[config.mk]
export PLATFORM = sky130hd
export DESIGN_NAME = rgb_sinp_fifo
export DESIGN_NICKNAME = d
export VERILOG_FILES = /design/src/rtl/rgb_pkg.sv /design/src/rtl/rgb_sync_edge.sv /design/src/rtl/rgb_sinp_fifo.sv
export SDC_FILE = /design/constraint.sdc
export NUM_CORES = 1
export LEC_CHECK = 0
export ABC_AREA = 1
export BUFFER_PORTS_ARGS = -buffer_cell sky130_fd_sc_hd__buf_4
export CORE_ASPECT_RATIO = 0.75
export CORE_UTILIZATION = 51
export DETAILED_ROUTE_END_ITERATION = 8
export PLACE_DENSITY = 0.8
export SYNTH_ARGS = -nofsm -noshare
export SYNTH_HDL_FRONTEND = slang
export SYNTH_HIERARCHICAL = 1
export SYNTH_SLANG_ARGS = --single-unit
[constraint.sdc]
create_clock -name clk -period 1.9 [get_ports clk]
set_input_delay 0.38 -clock clk [delete_from_list [all_inputs] [get_ports clk]]
set_output_delay 0.38 -clock clk [all_outputs]
set_load 0.01 [all_outputs]
[src/rtl/rgb_pkg.sv]
// Shared WS2812B/SK6812 word layout and timing constants (96 MHz clocks) for the
// serial RGB receive and transmit paths.
package rgb_pkg;
  localparam int COUNTER_MAX        = 7800;
  localparam int STREAM_RESET_CLKS  = 4800;
  localparam int BIT1_MIN_HIGH_CLKS = 58;
  localparam int GLITCH_CLKS        = 10;
  localparam int MAX_HIGH_CLKS      = 144;
  localparam int T0H_CLKS           = 38;
  localparam int T1H_CLKS           = 77;
  localparam int BIT_PERIOD_CLKS    = 120;

  localparam int WORD_VALID_BIT = 31;
  localparam int WORD_SRST_BIT  = 30;
  localparam int G_LSB          = 16;
  localparam int R_LSB          = 8;
  localparam int B_LSB          = 0;
  localparam int PIXEL_BITS     = 24;

  localparam logic [31:0] RESET_WORD = 32'h4000_0000;

  typedef enum logic [1:0] {ST_IDLE, ST_HIGH, ST_LOW, ST_ERR} rx_state_e;

  function automatic logic [31:0] data_word(input logic [23:0] px);
    return {1'b1, 1'b0, 6'b0, px};
  endfunction
endpackage

[src/rtl/rgb_sync_edge.sv]
// Two-flop synchronizer for the async serial line plus a third flop that yields
// single-cycle rise/fall pulses on the synchronized level.
module rgb_sync_edge (
  input  logic clk,
  input  logic rst_n,
  input  logic d,
  output logic q,
  output logic rise,
  output logic fall
);
  logic [2:0] sr;

  always_ff @(posedge clk or negedge rst_n) begin
    if (!rst_n) sr <= '0;
    else        sr <= {sr[1:0], d};
  end

  assign q    = sr[1];
  assign rise = sr[1] & ~sr[2];
  assign fall = ~sr[1] & sr[2];
endmodule

[src/rtl/rgb_sinp_fifo.sv]
// WS2812B one-wire receiver: measures high pulses, assembles G-R-B pixels and
// pushes status+pixel words (or stream-reset words) into the input FIFO.
module rgb_sinp_fifo
  import rgb_pkg::*;
#(
  parameter int COUNTER_MAX_P        = COUNTER_MAX,
  parameter int STREAM_RESET_CLKS_P  = STREAM_RESET_CLKS,
  parameter int BIT1_MIN_HIGH_CLKS_P = BIT1_MIN_HIGH_CLKS,
  parameter int GLITCH_CLKS_P        = GLITCH_CLKS,
  parameter int MAX_HIGH_CLKS_P      = MAX_HIGH_CLKS
) (
  input  logic        clk,
  input  logic        rst_n,
  input  logic        in_sig,
  input  logic        in_wr_fifo_full,
  output logic        out_wr_fifo_en,
  output logic [31:0] out_wr_fifo_data,
  output logic        out_overflow,
  output logic        out_proto_err
);
  localparam int CNT_W = $clog2(COUNTER_MAX_P + 1);
  localparam logic [CNT_W-1:0] CMAX    = CNT_W'(COUNTER_MAX_P);
  localparam logic [CNT_W-1:0] SRST_C  = CNT_W'(STREAM_RESET_CLKS_P);
  localparam logic [CNT_W-1:0] BIT1_C  = CNT_W'(BIT1_MIN_HIGH_CLKS_P);
  localparam logic [CNT_W-1:0] GLITCH_C = CNT_W'(GLITCH_CLKS_P);
  localparam logic [CNT_W-1:0] MAXH_C  = CNT_W'(MAX_HIGH_CLKS_P);

  function automatic logic [CNT_W-1:0] sat_inc(input logic [CNT_W-1:0] c);
    return (c == CMAX) ? c : c + 1'b1;
  endfunction

  logic lvl, rise, fall;

  rgb_sync_edge u_sync (
    .clk  (clk),
    .rst_n(rst_n),
    .d    (in_sig),
    .q    (lvl),
    .rise (rise),
    .fall (fall)
  );

  rx_state_e        state, state_n;
  logic [CNT_W-1:0] hi_cnt, hi_n, lo_cnt, lo_n;
  logic [4:0]       bits, bits_n;
  logic [23:0]      shreg, sh_n;
  logic             armed, armed_n, prev_low, prev_n, perr_n, new_bit;
  logic             emit, pend_vld;
  logic [31:0]      emit_word, pend_word;

  always_ff @(posedge clk or negedge rst_n) begin
    if (!rst_n) begin
      state         <= ST_IDLE;
      hi_cnt        <= '0;
      lo_cnt        <= '0;
      bits          <= '0;
      shreg         <= '0;
      armed         <= 1'b0;
      prev_low      <= 1'b0;
      out_proto_err <= 1'b0;
    end else begin
      state         <= state_n;
      hi_cnt        <= hi_n;
      lo_cnt        <= lo_n;
      bits          <= bits_n;
      shreg         <= sh_n;
      armed         <= armed_n;
      prev_low      <= prev_n;
      out_proto_err <= perr_n;
    end
  end

  always_comb begin
    state_n   = state;
    hi_n      = hi_cnt;
    lo_n      = lo_cnt;
    bits_n    = bits;
    sh_n      = shreg;
    armed_n   = armed;
    prev_n    = prev_low;
    perr_n    = out_proto_err;
    new_bit   = 1'b0;
    emit      = 1'b0;
    emit_word = '0;
    case (state)
      ST_IDLE: begin
        if (rise) begin
          state_n = ST_HIGH;
          hi_n    = CNT_W'(1);
          prev_n  = 1'b0;
        end
      end
      ST_HIGH: begin
        hi_n = sat_inc(hi_cnt);
        // low timer keeps running so a glitch does not postpone a stream reset
        lo_n = sat_inc(lo_cnt);
        if (fall) begin
          if (hi_cnt < GLITCH_C) begin
            state_n = prev_low ? ST_LOW : ST_IDLE;
          end else begin
            new_bit = (hi_cnt >= BIT1_C);
            sh_n    = {shreg[22:0], new_bit};
            armed_n = 1'b1;
            lo_n    = '0;
            state_n = ST_LOW;
            if (bits == 5'(PIXEL_BITS - 1)) begin
              emit      = 1'b1;
              emit_word = data_word(sh_n);
              bits_n    = '0;
            end else begin
              bits_n = bits + 5'd1;
            end
          end
        end else if (hi_cnt > MAXH_C) begin
          perr_n  = 1'b1;
          bits_n  = '0;
          lo_n    = '0;
          state_n = ST_ERR;
        end
      end
      ST_LOW: begin
        lo_n = sat_inc(lo_cnt);
        if (rise) begin
          state_n = ST_HIGH;
          hi_n    = CNT_W'(1);
          prev_n  = 1'b1;
        end else if (lo_cnt >= SRST_C) begin
          emit      = armed;
          emit_word = RESET_WORD;
          if (bits != '0) perr_n = 1'b1;
          armed_n   = 1'b0;
          bits_n    = '0;
          state_n   = ST_IDLE;
        end
      end
      ST_ERR: begin
        if (lvl) begin
          lo_n = '0;
        end else if (lo_cnt >= SRST_C) begin
          emit      = 1'b1;
          emit_word = RESET_WORD;
          armed_n   = 1'b0;
          state_n   = ST_IDLE;
        end else begin
          lo_n = sat_inc(lo_cnt);
        end
      end
      default: state_n = ST_IDLE;
    endcase
  end

  // One staging register then the FIFO write; full is checked at the write edge.
  always_ff @(posedge clk or negedge rst_n) begin
    if (!rst_n) begin
      pend_vld         <= 1'b0;
      pend_word        <= '0;
      out_wr_fifo_en   <= 1'b0;
      out_wr_fifo_data <= '0;
      out_overflow     <= 1'b0;
    end else begin
      pend_vld       <= emit;
      pend_word      <= emit_word;
      out_wr_fifo_en <= pend_vld & ~in_wr_fifo_full;
      if (pend_vld & ~in_wr_fifo_full) out_wr_fifo_data <= pend_word;
      if (pend_vld & in_wr_fifo_full)  out_overflow     <= 1'b1;
    end
  end
endmodule
==> results.sh <==
export IMPL_synth_ff_latch_count=117
export IMPL_skew_ps=7.617
export IMPL_peakVddDrop_uv=655.3
export IMPL_maxCapViolCount=0
export IMPL_finalNetCount=700
export IMPL_path_buf_inv=0
export IMPL_vias=4237
export IMPL_tns_ps=0
export IMPL_cp_max_fo=13
export IMPL_worstMarginPinSlew_ps=501.7
export IMPL_io_buffers=32
export IMPL_fin_ws_ps=154.8
export IMPL_final_hold_viol_count=0
export IMPL_worstSetupStartpointType="register"
export IMPL_drtPass1Iterations=5
export IMPL_synth_edf_count=0
export IMPL_clock_sinks=117
export IMPL_layout_drive_gt1_share_pct=13.94
export IMPL_place_congestion=0.9723
export IMPL_hold_path_class="input port to register"
export IMPL_ctsLongestPathBuffers=2
export IMPL_grt_max_degree=58
export IMPL_yosysWarnings=6
export IMPL_period_share_pct=91.85
export IMPL_dp_hpwl_mm=7.099
export IMPL_avgViaCountPerCell=5.074
export IMPL_crit_type="register to register"
export IMPL_antenna_cells=0
export IMPL_grt_pass1_wl_mm=18.30
export IMPL_synth_area_per_cell_sq_um=8.323
export IMPL_min_delay_start="in_sig"
export IMPL_cts_tree="done"
export IMPL_synth_top_cells_by_count="202 x nand2_1, 117 x dfrtp_1, 72 x inv_1, 72 x nor2_1, 42 x nand3_1"
export IMPL_worstPathRequired_ps=2230
export IMPL_synthCells=643
export IMPL_grt_use_total_pct=21.34
export IMPL_path_cells="nor2_1, nor2_1, nor3_2, nand3_1, nand3_1, nand2_1, a21oi_1"
export IMPL_slew_headroom_pct=66.30
export IMPL_antenna_found_initial=0
export IMPL_rows=31
export IMPL_cp_top_family="simple AND/OR/NAND/NOR gates"
export IMPL_dieArea_sq_um=10910
export IMPL_ioPinCount=39
export IMPL_setup_viol=0
export IMPL_die_y_microns=90.71
export IMPL_area_growth_pct=19.59
export IMPL_die_w_microns=120.3
export IMPL_instances_no_fill=835
export IMPL_slew_viol_final=0
export IMPL_dp_cells=801
export IMPL_cts_root_buf="clkbuf_16"
export IMPL_core_area_sq_um=9930
export IMPL_power_leakage_nw=3.230
export IMPL_yosysSeqAreaShare_pct=54.71
export IMPL_startpoint="hi_cnt[2]"
export IMPL_period_minus_slack_ps=1745
export IMPL_cp_end_kind="register"
export IMPL_cpMaxStageDelayCell="dfrtp_1"
export IMPL_cts_htree_levels=4
export IMPL_synth_most_common_cell="nand2_1"
export IMPL_synth_area_sq_um=5351
export IMPL_arrival_ps=2070
export IMPL_avgRoutedWirePerCell_microns=12.58
export IMPL_max_freq_mhz=573.0
export IMPL_ys_types=38
export IMPL_dr_first_iter_drc_count=279
export IMPL_clk_pin_slew_ps=50
export IMPL_pre_cts_ws_ps=150.5
export IMPL_synth_top_area_share_pct=54.71
export IMPL_grt_pass1_vias=3942
export IMPL_rr_startpoint="hi_cnt[2]"
export IMPL_routed_wl_mm=10.50
export IMPL_status="completed"
export IMPL_ys_async_sr_fraction_pct=100.0
export IMPL_critPathMaxStageDelay_ps=420
export IMPL_synthTopCellsByArea="dfrtp_1 55%, nand2_1 14%, inv_1 5.1%, nor2_1 5.1%, nand3_1 3.9%"
export IMPL_drt_antenna_violating_nets=0
export IMPL_post_route_drc_count=0
export IMPL_synth_top_flop_cell="dfrtp_1"
export IMPL_rsz0062_at_grt="no"
export IMPL_cts_inserted_buffers=17
export IMPL_yosysTopAreaCell="dfrtp_1"
export IMPL_initial_core_util_pct=53.89
export IMPL_clk_latency_ps=410
export IMPL_power_density_nw_per_um2=1138
export IMPL_grt_overflow=0
## per-layer routing
| layer | vias to the layer above | wire, microns | track usage [%] | part of all wire (%) |
|---|---|---|---|---|
| met1 | 1986 | 4946 | 29.88 | 47 |
| li1 | 2103 | - | - | - |
| met2 | 130 | 4819 | 32.09 | 46 |
| met4 | 0 | 172 | 8.745 | 1.6 |
| met5 | - | 0 | 0 | 0 |
| met3 | 18 | 562 | 4.798 | 5.4 |
## state kept, by name (all words and copies together), names as in the netlist
register and count:
out_wr_fifo_data 26, bits 5, lo_cnt 13, pend_word 26, pend_vld 1, shreg 23
out_proto_err 1, out_wr_fifo_en 1, prev_low 1, hi_cnt 13, state 2, out_overflow 1
armed 1, u_sync/sr 3
## what timing repair did
| item | in CTS | in global routing |
|---|---|---|
| setup endpoints to repair | 0 | 7 |
| resized for setup | 0 | 5 |
| hold buffers | 1 | 0 |
| buffers inserted | 0 | 1 |
| endpoints found under the hold margin | 19 | 0 |
## through the flow
stage / area, sq um / util (%) / hold WS [ps] / power [mW]
4_1_cts: 6381 / 64.26 / 65.26 / 7.293
5_1_grt: 6400 / 64.45 / 70.27 / 7.636
6_report: 6400 / 64.45 / 76.55 / 7.284
3_5_place_dp: 5782 / 58.23 / 284.7 / 4.147
3_3_place_gp: 5782 / 58.23 / 282.6 / 4.105
2_1_floorplan: 5370 / - / 84.41 / 3.799
## placed cells by master (no fill, tap or decap), drive strengths merged
master / instances
a21oi: 11
nor3: 10
nand2: 204
buf: 47
and3: 1
a211oi: 1
clkinv: 6
xnor2: 2
a311oi: 1
clkinvlp: 3
nor2: 75
o21ai: 35
o22ai: 1
nor3b: 1
nand4: 16
o31ai: 1
xor2: 11
ha: 6
dfrtp: 117
a21boi: 1
a21o: 1
inv: 78
a31oi: 3
dlygate4sd3: 1
nand3: 42
nand3b: 1
clkbuf: 18
a31o: 1
conb: 6
bufinv: 2
## report_power, final
| part | internal [mW] | switching, mW |
|---|---|---|
| logic | 0.456 | 0.883 |
| registers | 2.64 | 0.180 |
| clock network | 1.97 | 1.15 |
| total | 5.07 | 2.21 |
## cells by family after synthesis
kind of cell	count (synthesis)	synth area share, %
compound gates	56	6.313
buf+inv	100	8.043
simple gates	350	27.33
other cells	1	0.07008
fa+ha+maj	6	1.403
flops	117	54.71
xor+xnor	13	2.128
## final timing paths
| path | endpoint | slack [ps] | depth (start not counted) |
|---|---|---|---|
| worst min-delay path | u_sync/sr[0] | 80 | 1 |
| min in group asynchronous | out_wr_fifo_data[31] | 400 | 2 |
| worst max-delay path | lo_cnt[4] | 150 | 7 |
| max in group asynchronous | lo_cnt[6] | 890 | 3 |
| worst min register to register | u_sync/sr[1] | 370 | 0 |
| worst max register to register | lo_cnt[4] | 150 | 7 |
## cell type report
type | instances | area [sq um]
Tap cell | 132 | 165.2
Clock buffer | 18 | 439.2
Timing Repair Buffer | 48 | 420.4
Multi-Input combinational cell | 431 | 2014
Sequential cell | 117 | 2929
Fill cell | 805 | 3530
Inverter | 75 | 281.5
Clock inverter | 14 | 150.1
(Power assumes the default switching activity.)
